File: src/rtl/byte_demux8_reg.sv
// Purpose : distributes input bytes into eight registered lanes and pulses
//           frame_done once all eight lanes have been written.
// Latency : 1 cycle from an accepting edge to the lane and lane_valid update.
// Backpressure: din_ready drops for exactly one DONE cycle after a full frame;
//               din_valid in that cycle is ignored and the source must hold.
//
// Ports:
//   clk, rst           single clock, synchronous active-high reset
//   din, din_valid     byte to distribute and its qualifier
//   din_ready          high in FILL, low in DONE (decoded from state only)
//   sel, auto_mode     lane select: sel when auto_mode=0, internal pointer when 1
//   O0..O7             registered lane bytes, held across frames
//   lane_valid         bit k set once lane k is written in the current frame
//   frame_done         one-cycle pulse in the DONE state
module byte_demux8_reg (
    input  logic       clk,
    input  logic       rst,
    input  logic [7:0] din,
    input  logic       din_valid,
    output logic       din_ready,
    input  logic [2:0] sel,
    input  logic       auto_mode,
    output logic [7:0] O0,
    output logic [7:0] O1,
    output logic [7:0] O2,
    output logic [7:0] O3,
    output logic [7:0] O4,
    output logic [7:0] O5,
    output logic [7:0] O6,
    output logic [7:0] O7,
    output logic [7:0] lane_valid,
    output logic       frame_done
);

    typedef enum logic {
        FILL = 1'b0,
        DONE = 1'b1
    } state_t;

    state_t          state_q, state_d;
    logic [2:0]      ptr_q, ptr_d;
    logic [7:0]      lane_valid_q, lane_valid_d;
    logic [7:0][7:0] lanes_q, lanes_d;

    logic            accept;
    logic [2:0]      lane;

    // Handshake outputs depend on state alone so no input reaches them
    // combinationally.
    assign din_ready  = (state_q == FILL);
    assign frame_done = (state_q == DONE);

    assign accept = din_valid & din_ready;
    assign lane   = auto_mode ? ptr_q : sel;

    always_comb begin
        state_d      = state_q;
        ptr_d        = ptr_q;
        lane_valid_d = lane_valid_q;
        lanes_d      = lanes_q;

        case (state_q)
            FILL: begin
                if (accept) begin
                    lanes_d[lane]      = din;
                    lane_valid_d[lane] = 1'b1;
                    // Pointer only advances on auto-mode accepts; the 3-bit
                    // width gives the 7->0 wrap for free.
                    if (auto_mode) begin
                        ptr_d = ptr_q + 3'd1;
                    end
                    if (lane_valid_d == 8'hFF) begin
                        state_d = DONE;
                    end
                end
            end
            DONE: begin
                // Lane data is kept; only the frame bookkeeping restarts.
                lane_valid_d = 8'h00;
                ptr_d        = 3'd0;
                state_d      = FILL;
            end
            default: begin
                state_d = FILL;
            end
        endcase
    end

    always_ff @(posedge clk) begin
        if (rst) begin
            state_q      <= FILL;
            ptr_q        <= 3'd0;
            lane_valid_q <= 8'h00;
            lanes_q      <= '0;
        end else begin
            state_q      <= state_d;
            ptr_q        <= ptr_d;
            lane_valid_q <= lane_valid_d;
            lanes_q      <= lanes_d;
        end
    end

    assign lane_valid = lane_valid_q;
    assign O0 = lanes_q[0];
    assign O1 = lanes_q[1];
    assign O2 = lanes_q[2];
    assign O3 = lanes_q[3];
    assign O4 = lanes_q[4];
    assign O5 = lanes_q[5];
    assign O6 = lanes_q[6];
    assign O7 = lanes_q[7];

endmodule

File: config.mk
export PLATFORM = sky130hd
export DESIGN_NAME = byte_demux8_reg
export DESIGN_NICKNAME = d
export VERILOG_FILES = /design/src/rtl/byte_demux8_reg.sv
export SDC_FILE = /design/constraint.sdc
export NUM_CORES = 1
export LEC_CHECK = 0
export CAP_MARGIN = 5
export CELL_PAD_IN_SITES_DETAIL_PLACEMENT = 1
export CELL_PAD_IN_SITES_GLOBAL_PLACEMENT = 1
export CORE_MARGIN = 8
export CORE_UTILIZATION = 38
export DETAILED_ROUTE_END_ITERATION = 10
export PLACE_DENSITY = 0.82
export SYNTH_ARGS = -nofsm -noshare
export SYNTH_HDL_FRONTEND = slang
export SYNTH_SLANG_ARGS = --single-unit
export TNS_END_PERCENT = 10
File: constraint.sdc
create_clock -name clk -period 3.5 [get_ports clk]
set_input_delay 0.7 -clock clk [delete_from_list [all_inputs] [get_ports clk]]
set_output_delay 0.7 -clock clk [all_outputs]
set_load 0.05 [all_outputs]
==> flow_summary.yaml <==
clocking:
  clock-root-buffer: "sky130_fd_sc_hd__clkbuf_8"
  hold_bufs_at_cts: 0
  clock_tree.htree_level_count: 3
  clock_insertion_delay_worst_skew_ns: 0.35
  cts.repair_timing.setup_buffer_count: 0
  clock_sink_total: 76
  cts_max_path_buffers: 2
  tritoncts: "yes"
  clk_transition_reported_paths_ns: 0.08
  numCtsBuffers: 9
  post_cts_resize_count: 0
synthesis:
  share_of_flip_flops_with_an_asynchronous_set_or_reset_after_synthesis: 0
  seq_area_frac_synth: 0.5056
  synth_enable_flop_cells: 0
  synth_area_per_cell_um2: 10.10
  postSynthRegisterBits: 76
  prevailing_post_synth_register_cell: "sky130_fd_sc_hd__dfxtp_1"
  synth.net_count: 314
  synth_cell_type_count: 33
  syn_area_um2: 3009
  postSynthCellCount: 298
  yosysWarningCount: 0
global_routing:
  grt_first_pass_wirelength_um: 15040
  grt_remaining_overflow: 0
  first_global_vias: 2776
  tot_gr_track_use: 0.1728
  grt_antenna_before_repair: 0
  grt_max_degree: 66
worst_setup_path:
  crit_path_start: "auto_mode"
  r2r_end: "O6[3]"
  worst-endpoint-arrival_ns: 2.86
  end_kind: "register"
  crit_path_max_fanout: 9
  crit_path_capture: "O6[3]"
  worstSetupPathType: "in -> reg"
  setup.worst_path.start_class: "input port"
  worst-r2r-cell-count: 5
  r2r_start: "ptr_q[2]"
  timing.critical_path.required_ns: 3.71
  setup.reg_to_reg.worst_slack_ns: 1.50
finish:
  diodes: 0
  mostFrequentLayoutCell: "sky130_fd_sc_hd__clkdlybuf4s50_1"
  drive_above_1_share: 0.08355
  finish.net_count: 394
  post_layout_nonfiller_instances: 485
  layout_common_cells: "sky130_fd_sc_hd__clkdlybuf4s50_1, sky130_fd_sc_hd__dfxtp_1, sky130_fd_sc_hd__nor2_1, sky130_fd_sc_hd__mux2i_1, sky130_fd_sc_hd__clkbuf_8"
  syn_to_final_growth_pct: 38.30
timing:
  final.setup.tns_ns: 0
  timing.clock.skew_ns: 0.006413
  max_clock_freq_mhz: 377.9
  timing.final.crit_period_ns: 2.646
  report.final.slew_viol_count: 0
  setup_violators_final: 0
  fin_crit_sh: 0.7561
  holdWs_ns: 0.4951
  timing_worst_slew_pin_value_ns: 0.8171
  fin_ws_ns: 0.8538
  report.final.hold_viol_count: 0
  grt_setup_unrepaired: "no"
  slew_headroom: 0.4397
floorplan:
  io_pins: 89
  chip_width_um: 105.0
  rows: 32
  floorplan.core_area_um2: 7687
  die-height_um: 105.0
  start_util: 0.3914
  dieArea_um2: 11020
drt:
  drt-pass1-iter-count: 4
  vias: 2416
  detailroute.wirelength.met2_um: 4580
  route.layer.met1.wl_um: 3739
  routed_wirelength_um: 9294
  antenna_left: 0
  highest_layer: "met4"
  drtIter0Drc: 71
  route.met3.wl_um: 856
  wl_per_cell_um: 19.16
  route.detailed.vias_per_inst: 4.981
  route.detailed.drc: 0
hold_path:
  holdCritStartpoint: "lane_valid[4]"
  worstHoldPathType: "reg -> reg"
placed_design:
  place.gp.congestion: 0.7796
  detailedPlacementHpwl_um: 6546
  placedCellCount: 469
  portBuffers: 88
  post-place-ws_ns: 0.5032
power:
  report.power.total_mw: 1.847
  p_leak_nw: 1.662
  vdd.ir_drop.worst_uv: 263.8
  power.density_cell_area_nw_per_um2: 443.9
run_status:
  run_status: "complete, no violations"
flow_run:
  cap_violations: 0
## power breakdown
part / switching [mW] / total [mW] / internal (mW)
clock: 0.351 / 0.706 / 0.355
combinational: 0.158 / 0.241 / 0.0835
sequential: 0.0151 / 0.900 / 0.885
## state kept, by name (all words and copies together), names as in the netlist, 8 cells and up
signal	cells
O1	8
O0	8
O3	8
O2	8
O7	8
O6	8
O5	8
O4	8
lane_valid	8
## final cells by class
class                      count  area [µm²]
fill                         844        3526
sequential                    76        1521
multi-input combinational    192        1368
timing repair buffer          93       913.4
clock buffer                  10       137.6
tap                          102       127.6
clock inverter                 6       71.32
inverter                       6       22.52
## worst max-delay path, cell delays in order
cell	delay, ns
sky130_fd_sc_hd__clkdlybuf4s50_1	0.51
sky130_fd_sc_hd__buf_4	0.22
sky130_fd_sc_hd__or3b_1	0.44
sky130_fd_sc_hd__a211oi_4	0.63
sky130_fd_sc_hd__mux2i_1	0.28
sky130_fd_sc_hd__nor2_1	0.07
## through the flow
step / cell area (µm²) / utilization
4_1_cts: 4161 / 0.5413
2_1_floorplan: 3009 / -
3_3_place_gp: 3953 / 0.5142
3_5_place_dp: 3953 / 0.5142
5_1_grt: 4161 / 0.5413
6_report: 4161 / 0.5413
## cell usage after synthesis, types with 2 or more instances
| cell | count | share of area |
|---|---|---|
| sky130_fd_sc_hd__a211o_1 | 3 | 0.0087 |
| sky130_fd_sc_hd__a211oi_1 | 4 | 0.010 |
| sky130_fd_sc_hd__a211oi_4 | 3 | 0.020 |
| sky130_fd_sc_hd__a21oi_1 | 3 | 0.0050 |
| sky130_fd_sc_hd__a221oi_1 | 3 | 0.0087 |
| sky130_fd_sc_hd__a31oi_1 | 5 | 0.010 |
| sky130_fd_sc_hd__and2_1 | 3 | 0.0062 |
| sky130_fd_sc_hd__buf_2 | 4 | 0.0067 |
| sky130_fd_sc_hd__buf_4 | 2 | 0.0050 |
| sky130_fd_sc_hd__clkbuf_1 | 18 | 0.022 |
| sky130_fd_sc_hd__dfxtp_1 | 76 | 0.51 |
| sky130_fd_sc_hd__inv_1 | 6 | 0.0075 |
| sky130_fd_sc_hd__mux2i_1 | 65 | 0.22 |
| sky130_fd_sc_hd__nand2_1 | 6 | 0.0075 |
| sky130_fd_sc_hd__nand3_1 | 3 | 0.0050 |
| sky130_fd_sc_hd__nand3b_1 | 3 | 0.0075 |
| sky130_fd_sc_hd__nor2_1 | 72 | 0.090 |
| sky130_fd_sc_hd__nor2b_1 | 2 | 0.0042 |
| sky130_fd_sc_hd__o211ai_2 | 2 | 0.0083 |
| sky130_fd_sc_hd__or3b_1 | 2 | 0.0058 |
## metal layers
layer,global-route usage,up-vias
met3,0.08661,13
met5,0,-
met4,0.05505,0
met2,0.3023,61
li1,-,1167
met1,0.1758,1175
## worst min path at each step
stage                                to  slack (ns)  depth (start not counted)
after floorplan                ptr_q[1]        0.50                          2
after global placement            O7[5]        0.47                          2
after detailed placement  lane_valid[4]        0.48                          2
after CTS                 lane_valid[4]        0.49                          2
after global routing              O0[3]        0.54                          2
final                     lane_valid[4]        0.50                          2
## cells by family after synthesis
family                     count (synthesis)  synth area share
AOI/OAI and AO/OA                         27           0.08191
adders and majority gates                  1          0.004157
buffers and inverters                     30           0.04158
DFF                                       76            0.5056
xor gates and xnor gates                   2          0.005822
and+or+nand+nor                           96            0.1397
muxes                                     66            0.2212
Power figures use the tool's default switching activity.
